### config.mk
export PLATFORM = sky130hd
export DESIGN_NAME = teller_dispatcher
export DESIGN_NICKNAME = d
export VERILOG_FILES = /design/src/rtl/teller_dispatcher.sv
export SDC_FILE = /design/constraint.sdc
export NUM_CORES = 1
export LEC_CHECK = 0
export BUFFER_PORTS_ARGS = -buffer_cell sky130_fd_sc_hd__clkbuf_2
export CAP_MARGIN = 0
export CELL_PAD_IN_SITES_DETAIL_PLACEMENT = 1
export CELL_PAD_IN_SITES_GLOBAL_PLACEMENT = 2
export CORE_MARGIN = 10
export CORE_UTILIZATION = 30
export DETAILED_ROUTE_END_ITERATION = 16
export GPL_TIMING_DRIVEN = 0
export PLACE_DENSITY_LB_ADDON = 0.1
export REMOVE_ABC_BUFFERS = 1
export SETUP_SLACK_MARGIN = 0.3
export SLEW_MARGIN = 20
export SYNTH_ARGS = -nofsm -noshare
export SYNTH_HDL_FRONTEND = slang
export SYNTH_SLANG_ARGS = --single-unit
### constraint.sdc
create_clock -name clk -period 1.5 [get_ports clk]
set_input_delay 0.3 -clock clk [delete_from_list [all_inputs] [get_ports clk]]
set_output_delay 0.3 -clock clk [all_outputs]
set_load 0.05 [all_outputs]
### src/rtl/teller_dispatcher.sv
// teller_dispatcher: round-robin teller arbitration for the bank queue.
// Dequeues one customer with a downSignal pulse, confirms that Pcount
// dropped by one, then announces the window the customer should go to.
module teller_dispatcher #(
    parameter int TIMEOUT = 4
) (
    input  logic       clk,
    input  logic       reset,
    input  logic [2:0] tellerReq,
    input  logic [1:0] Tcount,
    input  logic [2:0] Pcount,
    input  logic       emptyFlag,
    output logic       downSignal,
    output logic       callValid,
    output logic [1:0] callWindow,
    output logic [2:0] pending,
    output logic [7:0] servedCount,
    output logic       syncErr
);

    localparam int TW = (TIMEOUT < 2) ? 1 : $clog2(TIMEOUT + 1);

    typedef enum logic [1:0] {
        S_IDLE,
        S_PULSE,
        S_WAIT,
        S_ANNOUNCE
    } state_t;

    state_t          state_q, state_d;
    logic [2:0]      req_hist_q, req_hist_d;
    logic [2:0]      pending_q, pending_d;
    logic [1:0]      rr_q, rr_d;
    logic [1:0]      grant_q, grant_d;
    logic [2:0]      prev_count_q, prev_count_d;
    logic [TW-1:0]   timer_q, timer_d;
    logic            down_signal_q, down_signal_d;
    logic            call_valid_q, call_valid_d;
    logic [1:0]      call_window_q, call_window_d;
    logic [7:0]      served_count_q, served_count_d;
    logic            sync_err_q, sync_err_d;

    logic [2:0]      en_mask;
    logic [2:0]      req_rise;
    logic [2:0]      clr_mask;
    logic [1:0]      rr_pick;
    logic [1:0]      idx1;
    logic [1:0]      idx2;
    logic [TW-1:0]   timer_inc;

    // Window i+1 is enabled iff i < Tcount.
    assign en_mask   = {Tcount == 2'd3, Tcount >= 2'd2, Tcount >= 2'd1};
    assign req_rise  = tellerReq & ~req_hist_q & en_mask;
    assign timer_inc = timer_q + 1'b1;

    // Round-robin pick: first pending window starting at rr, wrapping 2->0.
    always_comb begin
        idx1    = (rr_q == 2'd2) ? 2'd0 : rr_q + 2'd1;
        idx2    = (idx1 == 2'd2) ? 2'd0 : idx1 + 2'd1;
        rr_pick = idx2;
        if (pending_q[idx1]) rr_pick = idx1;
        if (pending_q[rr_q]) rr_pick = rr_q;
    end

    // Next-state and registered-output logic for the dispatch FSM.
    always_comb begin
        state_d        = state_q;
        grant_d        = grant_q;
        prev_count_d   = prev_count_q;
        timer_d        = timer_q;
        rr_d           = rr_q;
        served_count_d = served_count_q;
        sync_err_d     = sync_err_q;
        clr_mask       = 3'b000;
        down_signal_d  = 1'b0;
        call_valid_d   = 1'b0;
        call_window_d  = 2'd0;
        req_hist_d     = tellerReq;

        case (state_q)
            S_IDLE: begin
                if ((|pending_q) && !emptyFlag) begin
                    grant_d       = rr_pick;
                    prev_count_d  = Pcount;
                    down_signal_d = 1'b1;
                    state_d       = S_PULSE;
                end
            end
            S_PULSE: begin
                timer_d = '0;
                state_d = S_WAIT;
            end
            S_WAIT: begin
                if (Pcount == prev_count_q - 3'd1) begin
                    call_valid_d  = 1'b1;
                    call_window_d = grant_q + 2'd1;
                    state_d       = S_ANNOUNCE;
                end else begin
                    timer_d = timer_inc;
                    // Queue never confirmed the dequeue: flag it, keep the
                    // request pending so it is retried from IDLE.
                    if (timer_inc == TW'(TIMEOUT)) begin
                        sync_err_d = 1'b1;
                        state_d    = S_IDLE;
                    end
                end
            end
            S_ANNOUNCE: begin
                clr_mask[grant_q] = 1'b1;
                served_count_d    = served_count_q + 8'd1;
                rr_d              = (grant_q == 2'd2) ? 2'd0 : grant_q + 2'd1;
                state_d           = S_IDLE;
            end
            default: state_d = S_IDLE;
        endcase

        // A fresh rising edge in the clear cycle wins over the clear.
        pending_d = ((pending_q & ~clr_mask) | req_rise) & en_mask;
    end

    // State and output registers, asynchronously cleared by reset.
    always_ff @(posedge clk or posedge reset) begin
        if (reset) begin
            state_q        <= S_IDLE;
            req_hist_q     <= 3'b000;
            pending_q      <= 3'b000;
            rr_q           <= 2'd0;
            grant_q        <= 2'd0;
            prev_count_q   <= 3'd0;
            timer_q        <= '0;
            down_signal_q  <= 1'b0;
            call_valid_q   <= 1'b0;
            call_window_q  <= 2'd0;
            served_count_q <= 8'd0;
            sync_err_q     <= 1'b0;
        end else begin
            state_q        <= state_d;
            req_hist_q     <= req_hist_d;
            pending_q      <= pending_d;
            rr_q           <= rr_d;
            grant_q        <= grant_d;
            prev_count_q   <= prev_count_d;
            timer_q        <= timer_d;
            down_signal_q  <= down_signal_d;
            call_valid_q   <= call_valid_d;
            call_window_q  <= call_window_d;
            served_count_q <= served_count_d;
            sync_err_q     <= sync_err_d;
        end
    end

    assign downSignal  = down_signal_q;
    assign callValid   = call_valid_q;
    assign callWindow  = call_window_q;
    assign pending     = pending_q;
    assign servedCount = served_count_q;
    assign syncErr     = sync_err_q;

endmodule
# == Word level (Yosys, flattened, before mapping) ==
# Index checks and enable logic that the tools add are counted.
# classes
addsub,6
n_lt_le_gt_ge,6
eq_ne,12
n_mux,24
bitwise_logic,8
n_reduce_logical,10
# op_table
op,n
$mux 2,10
$and 3x3->3,4
$eq 2x2->1 const B,6
$lt 2x3->1 const B,3
$add 8x1->8 const B,1
$pmux 2 s4,1
$mux 1,7
$add 2x1->2 const B,3
$mux 3,2
$not 3->3,2
$pmux 3 s2,1
$reduce_and 2->1,3
$bmux 1 s2,2
$ge 2x1->1 const B,2
$ne 2x2->1 const B,2
$add 3x1->3 const B,1
$eq 3x3->1,1
$eq 3x3->1 const B,1
$ne 3x3->1 const B,1
$or 3x3->3,1
$reduce_and 3->1,1
$reduce_or 3->1,1
$sub 3x1->3 const B,1
$demux 1 s2,1
other kinds (7),8
# totals
reg_bits,31
out_inout_bits,16
elab_cells,78

# == Logic depth before layout (Yosys ltp) ==
# Gate-level depths: netlist of the first run.
# logic_depth
depth_word,9
depth_mapped,5
mapped_depth_nobuf,5

# == Worst setup path before layout of the first run ==
# No wires, ideal clock.
# synth_timing
path_type,register to register
from,"register pending_q[0], in the netlist pending[0]"
to,register grant_q[1]
setup_time_ns,0.125
t_arrival_ns,1.635
setup_slack_ns,-0.260
path_stages_with_launch,5
path_buffers,0
synth_period_minus_slack_ns,1.760
cell_sequence,dfrtp_1 > nor3_1 > or4_4 > inv_6 > mux2_4
# synth_between
elab_chain_len,4
elab_cells_between_ends,9
classes_between,6 x mux; 3 x reduce/logical
# synth_rtl
element,line,text
from (decl),32,"logic [2:0] pending_q, pending_d;"
from (signal assigned),139,pending_q <= pending_d;
$bmux 1 s2,61,if (pending_q[idx1]) rr_pick = idx1;
$mux 1 (not written as such),61,
$mux 2,61,
$mux 2,62,if (pending_q[rr_q]) rr_pick = rr_q;
to (signal assigned),141,grant_q <= grant_d;
to (decl),34,"logic [1:0] grant_q, grant_d;"
# Several ways; a longest one is shown, not always the timed one. The select of a mux whose other input is x is not followed.
# A chain may end at the register's enable or synchronous reset.

# == Final worst setup path of the first run ==
# layout_timing
from,register state_q[0]
to,register prev_count_q[1]
# layout_between
elab_chain_len,2
# layout_rtl
element,line,text
from (decl),30,"state_t state_q, state_d;"
from (signal assigned),137,state_q <= state_d;
$logic_not 2->1,80,case (state_q)
$reduce_and 2->1 (no source line),-,
to (signal assigned),142,prev_count_q <= prev_count_d;
to (decl),35,"logic [2:0] prev_count_q, prev_count_d;"
# No other way between the ends.

==> results of run 1 <==
==> cell families after synthesis <==
kind of cell | Yosys count | synth area share
buf+inv | 11 | 0.0335
flops | 31 | 0.507
mux | 7 | 0.0613
simple gates | 38 | 0.145
xor+xnor | 10 | 0.0670
fa+ha+maj | 9 | 0.0735
compound gates | 21 | 0.114
==> Yosys cell counts, types with 2 or more instances <==
library cell	n	area, µm²
ha_1	9	113
nand2b_1	4	25.0
inv_1	7	26.3
nor3_1	3	15.0
and3_1	2	12.5
o21ai_0	2	10.0
mux2_4	4	60.1
xor2_1	3	26.3
nor2b_1	5	31.3
nand4_1	4	25.0
xnor2_1	6	52.6
mux2_2	3	33.8
nor2_1	4	15.0
o21a_1	2	15.0
dfrtp_1	31	776
o31ai_1	2	15.0
nand3b_1	2	15.0
nand2_1	8	30.0
a21boi_1	2	15.0
==> routing by layer <==
| metal | part of all wire | vias up |
|---|---|---|
| li1 | - | 569 |
| met1 | 0.43 | 596 |
| met2 | 0.50 | 24 |
| met3 | 0.058 | 6 |
| met4 | 0.013 | 0 |
| met5 | 0 | - |
==> flip-flops by register name, indices dropped and copies added, names as in the netlist <==
register / count
callWindow: 2
downSignal: 1
grant_q: 2
req_hist_q: 3
timer_q: 3
rr_q: 2
syncErr: 1
servedCount: 8
callValid: 1
pending: 3
prev_count_q: 3
state_q: 2
==> layout make-up <==
cell class | count | area, µm² | area share
multi-input combinational | 85 | 873 | 0.361
sequential | 31 | 779 | 0.322
timing repair buffer | 55 | 533 | 0.220
tap | 67 | 83.8 | 0.0346
clock buffer | 6 | 82.6 | 0.0341
clock inverter | 2 | 35.0 | 0.0145
inverter | 8 | 35.0 | 0.0145
==> critical path, delay by kind of cell (launching register included) <==
family,cells,cell delay (ps)
and+or+nand+nor,1,550
DFF,1,410
muxes,1,300
buffers and inverters,1,110
==> power by group through the flow <==
stage	logic (µW)	clock network, µW	registers, µW
2_1_floorplan	972	0	1730
3_3_place_gp	1700	0	1390
3_5_place_dp	1730	0	1420
4_1_cts	2550	902	1330
5_1_grt	3100	946	1380
6_report	2880	866	1340
==> metrics by stage <==
stage | worst slack (ps) | TNS (ps)
finish | 15.1 | 0
global route | -24.5 | -70.4
CTS | -1.30 | -1.30
detailed placement | -298 | -5110
global placement | -259 | -4430
floorplan | -260 | -1190
==> path summary, 6_finish.rpt <==
check / endpoint / startpoint / slack, ps / cells after the start
max: prev_count_q[1] / state_q[0] / 20 / 3
min: timer_q[2] / reset / 90 / 2
max reg2reg: prev_count_q[1] / state_q[0] / 20 / 3
min reg2reg: syncErr / syncErr / 460 / 1
max in group asynchronous: state_q[0] / reset / 940 / 2
min in group clk: req_hist_q[1] / tellerReq[1] / 130 / 1
==> what timing repair did <==
item / CTS / global route
hold buffers: 0 / 0
pin swaps: 22 / 9
buffers inserted: 23 / 6
gates resized for setup: 54 / 30
setup endpoints to repair: 40 / 38
==> metrics, run 1 <==
status=finished clean; global-route wire length before repair=6970 µm; WL/cell=16.5 µm; clk_skew=7.07 ps; final net count=206; share of layout cells above drive strength 1=0.556; Crit-path slowest cell=or4_4; vias in the first global route=1,330; leading cell type in the layout, fill and taps excluded=dfrtp_1; H-tree depth=2; P_sw=2070 µW; Final Cycle Share=0.990; n_diodes=0; design area=2420 µm²; share of flip-flops with an asynchronous set or reset=1.00; min Tclk post-route=1480 ps; Max-slew headroom=0.557; gr busiest metal=met2; Clock Path Buffers=2; I/O Pins=27; Die Y=91.5 µm; fin cells=254; root buf cell=clkbuf_8; worst path required time=1660 ps; register area share after synthesis=0.507; RSZ-0062 raised after global routing=true; clk_lat worst skew=280 ps; initial antenna violation count=0; Placer Congestion=0.723; crit path max fanout=5; Cells after Synth=127; Max Slew Vio Count=0; die width=91.5 µm; Leakage=0.00111 µW; M3 GR Usage=0.0412; Largest stage delay, worst path=550 ps; max-cap viol count=0; Startpoint Class=register; PwrDens=2100 nW/µm²; M1 GR Usage=0.121; Initial Util=0.316; final setup fails=0; GR Overflow Total=0; Arrival @ worst endpoint=1650 ps; core footprint=4850 µm²; Least-Margin Pin Slew=664 ps; CP cell instances=or4_4 > inv_6 > mux2_4; Clk pwr share=0.170; CTS buffer count=5; Worst Hold Class=primary input to async pin; most frequent cells in the layout=dfrtp_1, buf_4, clkbuf_8; number of DRC markers in iteration 0=32; drt total wl=4200 µm; DRT Pass-1 Iters=4; final core occ=0.500; Synth Register Bits=31; Layout fillers=501; Pwr Total=5090 µW; Hold Slack=91.1 ps; Area after DPL=1730 µm²; ys flop type=dfrtp_1; CTS tree=built; largest net degree at the start of global routing=32; clock sinks=31; row cnt=25; Distinct cells, synth=43; dpl cells=217; maximum vdd drop=0.000753 V; GRT met2 Usage=0.169; Remaining DRCs=0; Cell Area, Synth=1530 µm²; Tot GR Track Use=0.104; fmax=0.673 GHz; Logic pwr share=0.566; Internal=3010 µW; clock-pin slew on the worst setup and hold paths=70 ps; Warnings, synthesis=0; Sw Share=0.407; crit end category=register; Vias=1,195; Die ar.=8360 µm²; Reg power frac=0.264; EDFF count, synth=0; Crit Path Class=register to register; ANT nets after route=0; Area growth syn-to-layout=58.2%; DP HPWL=2540 µm; Post-Syn Area per Cell=12.1 µm²; IO buf count=26; Hold Vio Cnt, Final=0; Vias per Instance=4.70
Note: power is estimated with default switching activity, not from simulation.
==> run 2: changes to the inputs <==
- CORE_UTILIZATION: 30 -> 32
==> metrics, run 2 (synthesis gave the netlist of run 1 again) <==
status=finished with violations (was finished clean); failing checks=setup timing; Internal=2890 µW (was 3010 µW); number of DRC markers in iteration 0=43 (was 32); n_diodes=0 (unchanged); most frequent cells in the layout=dfrtp_1, buf_6, buf_4 (was dfrtp_1, buf_4, clkbuf_8); Sw Share=0.415 (was 0.407); R2R cell count=3 (unchanged); GR Overflow Total=0 (unchanged); initial antenna violation count=0 (unchanged); Area growth syn-to-layout=56.0% (was 58.2%); clock sinks=31 (unchanged); Tot GR Track Use=0.105 (was 0.104); worst r2r dst=prev_count_q[1] (unchanged); WL/cell=17.3 µm (was 16.5 µm); Startpoint Class=register (unchanged); share of layout cells above drive strength 1=0.569 (was 0.556); drt total wl=4200 µm (about the same); crit end category=register (unchanged); H-tree depth=2 (unchanged); RSZ-0062 raised after global routing=true (unchanged); final net count=207 (was 206); Max Slew Vio Count=0 (unchanged); Final Cycle Share=1.01 (was 0.990); CTS buffer count=5 (unchanged); final setup fails=5 (was 0); dpl cells=204 (was 217); Post-CTS Hold Buffers=0 (unchanged); final worst slack=-15.6 ps (was 15.1 ps); Hold Vio Cnt, Final=0 (unchanged); Vias=1,190 (was 1,195); Vias per Instance=4.92 (was 4.70); Clock Path Buffers=2 (unchanged); Leakage=0.00110 µW (was 0.00111 µW); die width=89.2 µm (was 91.5 µm); multi-input logic area=870 µm² (was 873 µm²); Crit Path Class=register to register (unchanged); Remaining DRCs=0 (unchanged); Register Area=785 µm² (was 779 µm²); IO buf count=26 (unchanged); crit path max fanout=5 (unchanged); CTS tree=built (unchanged); row cnt=25 (unchanged); core footprint=4690 µm² (was 4850 µm²); ANT nets after route=0 (unchanged); largest net degree at the start of global routing=32 (unchanged); global-route wire length before repair=6430 µm (was 6970 µm); clock-pin slew on the worst setup and hold paths=70 ps (about the same); vias in the first global route=1,299 (was 1,330); I/O Pins=27 (unchanged); Crit Reg-Reg Startpoint=state_q[0] (unchanged); maximum vdd drop=0.000752 V (was 0.000753 V); DRT Pass-1 Iters=4 (unchanged); clk_skew=8.48 ps (was 7.07 ps); min Tclk post-route=1520 ps (was 1480 ps); clk_lat worst skew=280 ps (about the same); Clk pwr share=0.149 (was 0.170); worst path required time=1660 ps (about the same); fmax=0.660 GHz (was 0.673 GHz); Die Y=89.2 µm (was 91.5 µm); CP startpoint=state_q[0] (unchanged); Reg power frac=0.279 (was 0.264); Placer Congestion=0.733 (was 0.723); Least-Margin Pin Slew=688 ps (was 664 ps); leading cell type in the layout, fill and taps excluded=dfrtp_1 (unchanged); Max-slew headroom=0.541 (was 0.557); fin cells=242 (was 254); FF-to-FF setup slack=-20 ps (was 20 ps); max reg flops=8 (unchanged); Hold Slack=101 ps (was 91.1 ps); Die ar.=7950 µm² (was 8360 µm²); Worst Hold Class=primary input to async pin (unchanged); root buf cell=clkbuf_8 (unchanged); P_sw=2050 µW (was 2070 µW); PwrDens=2070 nW/µm² (was 2100 nW/µm²); Initial Util=0.326 (was 0.316); Layout fillers=507 (was 501); Logic pwr share=0.573 (was 0.566); DP HPWL=2410 µm (was 2540 µm); Arrival @ worst endpoint=1680 ps (was 1650 ps); max-cap viol count=0 (unchanged)
run 2: cell types whose count changed in the layout (fill, tap and decap cells not counted), moves of 3 or more:
cell     change
buf_8        +3
buf_4        -9
dfrtp_2      +4
dfrtp_1      -4
buf_6       +12
run 2: worst max-delay path, stage by stage (launching register included):
cell and delay [ps]:
dfrtp_2 420, or4_4 560, inv_6 110, mux2_4 300
run 2: how the worst max path moves through the flow:
| stage | end | slack, ps | cells after the start |
|---|---|---|---|
| floorplan | grant_q[1] | -260 | 4 |
| global placement | rr_q[0] | -260 | 2 |
| detailed placement | syncErr | -250 | 5 |
| CTS | prev_count_q[1] | 30 | 3 |
| global route | syncErr | -90 | 5 |
| finish | prev_count_q[1] | -20 | 3 |
run 2: per-stage QoR:
step / instance area (µm²) / util / TNS (ps) / setup slack, ps / power (µW)
final: 2390 / 0.509 / -48.9 / -15.6 / 4950
after global routing: 2390 / 0.509 / -553 / -87.3 / 5260
after global placement: 1710 / 0.365 / -4360 / -256 / 3090
after CTS: 2150 / 0.459 / 0 / 25.8 / 4560
after detailed placement: 1710 / 0.365 / -4330 / -254 / 3110
after floorplan: 1520 / - / -1190 / -260 / 2700
run 2: area by class of cell:
cell class                 instances  area share
clock buffer                       8      0.0419
timing repair buffer              56       0.223
sequential                        31       0.328
tap                               54      0.0283
multi-input combinational         85       0.364
inverter                           8      0.0147
run 2: repair_timing:
action | 4_1_cts | 5_1_grt
buffers inserted | 22 | 8
pin swaps | 13 | 21
setup endpoints to repair | 41 | 38
resized for setup | 42 | 54
run 2: power by group through the flow:
stage | Clock, µW | Sequential [µW] | Combinational (µW)
2_1_floorplan | 0 | 1730 | 972
3_3_place_gp | 0 | 1390 | 1690
3_5_place_dp | 0 | 1410 | 1700
4_1_cts | 758 | 1330 | 2470
5_1_grt | 807 | 1420 | 3030
6_report | 735 | 1380 | 2830
run 2: metal layers:
metal	global-route usage	share of wire
met5	0	0
met4	0.0347	0.0041
met3	0.0438	0.057
met2	0.169	0.51
met1	0.123	0.43
==> run 3: changes to the inputs <==
- CORE_UTILIZATION: 32 -> 34
- CTS_BUF_LIST: default -> sky130_fd_sc_hd__clkbuf_4
==> metrics, run 3 (synthesis gave the netlist of run 1 again) <==
status=finished clean (was finished with violations); leading cell type in the layout, fill and taps excluded=dfrtp_1 (unchanged); Max Slew Vio Count=0 (unchanged); Remaining DRCs=0 (unchanged); Placer Congestion=0.701 (was 0.733); Pwr Total=4610 µW (was 4950 µW); final core occ=0.530 (was 0.509); min Tclk post-route=1500 ps (was 1520 ps); Hold Vio Cnt, Final=0 (unchanged); final net count=208 (was 207); max reg flops=8 (unchanged); Die ar.=7590 µm² (was 7950 µm²); global-route wire length before repair=6760 µm (was 6430 µm); number of DRC markers in iteration 0=64 (was 43); IO buf count=26 (unchanged); max-cap viol count=0 (unchanged); share of layout cells above drive strength 1=0.500 (was 0.569); DRT Pass-1 Iters=6 (was 4); Area after DPL=1710 µm² (about the same); Area growth syn-to-layout=50.6% (was 56.0%); RSZ-0062 raised after global routing=true (unchanged); root buf cell=clkbuf_4 (was clkbuf_8); Clock Path Buffers=2 (unchanged); clk_lat worst skew=330 ps (was 280 ps); maximum vdd drop=0.000741 V (was 0.000752 V); final worst slack=2.93 ps (was -15.6 ps); final setup fails=0 (was 5); core footprint=4350 µm² (was 4690 µm²); die width=87.1 µm (was 89.2 µm); I/O Pins=27 (unchanged); row cnt=24 (was 25); GR Overflow Total=0 (unchanged); Worst Hold Class=primary input to async pin (unchanged); Die Y=87.1 µm (was 89.2 µm); DP HPWL=2460 µm (was 2410 µm); CTS tree=built (unchanged); largest net degree at the start of global routing=32 (unchanged); fin cells=240 (was 242); crit end category=register (unchanged); clock sinks=31 (unchanged); Startpoint Class=register (unchanged); Least-Margin Pin Slew=665 ps (was 688 ps); Max-slew headroom=0.556 (was 0.541); dpl cells=202 (was 204); Initial Util=0.352 (was 0.326); Vias per Instance=5.09 (was 4.92); n_diodes=0 (unchanged); Leakage=0.00107 µW (was 0.00110 µW); most frequent cells in the layout=dfrtp_1, buf_4, buf_8 (was dfrtp_1, buf_6, buf_4); initial antenna violation count=0 (unchanged); ANT nets after route=0 (unchanged); WL/cell=17.4 µm (was 17.3 µm); design area=2310 µm² (was 2390 µm²); CP cell instances=or4_4 > inv_6 > mux2_4 (unchanged); Tot GR Track Use=0.112 (was 0.105); Arrival @ worst endpoint=1730 ps (was 1680 ps); Final Cycle Share=0.998 (was 1.01); Largest stage delay, worst path=560 ps (about the same); pre-CTS setup slack=-267 ps (was -254 ps); clock-pin slew on the worst setup and hold paths=100 ps (was 70 ps); Crit Path Class=register to register (unchanged); vias in the first global route=1,347 (was 1,299); Vias=1,221 (was 1,190); H-tree depth=2 (unchanged); Crit-path slowest cell=or4_4 (unchanged); crit path max fanout=5 (unchanged); PwrDens=2000 nW/µm² (was 2070 nW/µm²); clk_skew=9.81 ps (was 8.48 ps); CTS buffer count=5 (unchanged); Layout fillers=468 (was 507); Post-CTS Hold Buffers=0 (unchanged); worst path required time=1730 ps (was 1660 ps); fmax=0.668 GHz (was 0.660 GHz); drt total wl=4170 µm (was 4200 µm)
[run 3: stage by stage]
step / TNS (ps) / hold WS [ps]
after floorplan: -1190 / 331
after global placement: -4000 / 420
after detailed placement: -4870 / 424
after CTS: 0 / 67.1
after global routing: -480 / 56.0
final: 0 / 31.7
[run 3: final cells by class]
cell class	count	area [µm²]	area share
well taps	52	65.1	0.0282
multi-input cells	86	807	0.350
flip-flops and latches	31	779	0.338
clock inverters	2	8.76	0.00380
repair buffers	56	573	0.249
clock buffers	5	37.5	0.0163
inverters	8	35.0	0.0152
[run 3: worst paths after layout]
| check | end | startpoint | cells after the start | slack [ps] |
|---|---|---|---|---|
| worst min-delay path | req_hist_q[1] | reset | 2 | 30 |
| worst max-delay path | prev_count_q[0] | state_q[1] | 3 | 3 |
| worst max register to register | prev_count_q[0] | state_q[1] | 3 | 3 |
| worst min register to register | prev_count_q[1] | prev_count_q[1] | 1 | 550 |
| min in group clk | req_hist_q[1] | tellerReq[1] | 1 | 70 |
| max in group asynchronous | state_q[1] | reset | 2 | 990 |
[run 3: worst max-delay path: cells and delay by family (launching register included)]
family | cells | cell delay [ps]
buffers and inverters | 1 | 110
AND/OR/NAND/NOR | 1 | 560
multiplexers | 1 | 300
flip-flops | 1 | 430
[run 3: routing by layer]
layer / GRT usage / routed length (µm)
met4: 0.0348 / 33
met5: 0 / 0
met3: 0.0449 / 247
met2: 0.193 / 2180
met1: 0.124 / 1710
[run 3: where the power goes]
| group | leakage, µW | switching, µW | internal (µW) |
|---|---|---|---|
| clock network | 0.0000285 | 298 | 166 |
| logic | 0.000647 | 1420 | 1350 |
| registers | 0.000390 | 264 | 1110 |
[run 3: timing repair]
action	CTS	global route
pin swaps	12	5
buffers inserted	24	6
hold endpoints to repair	0	0
setup endpoints to repair	43	44
gates resized for setup	55	23
gates cloned	0	1
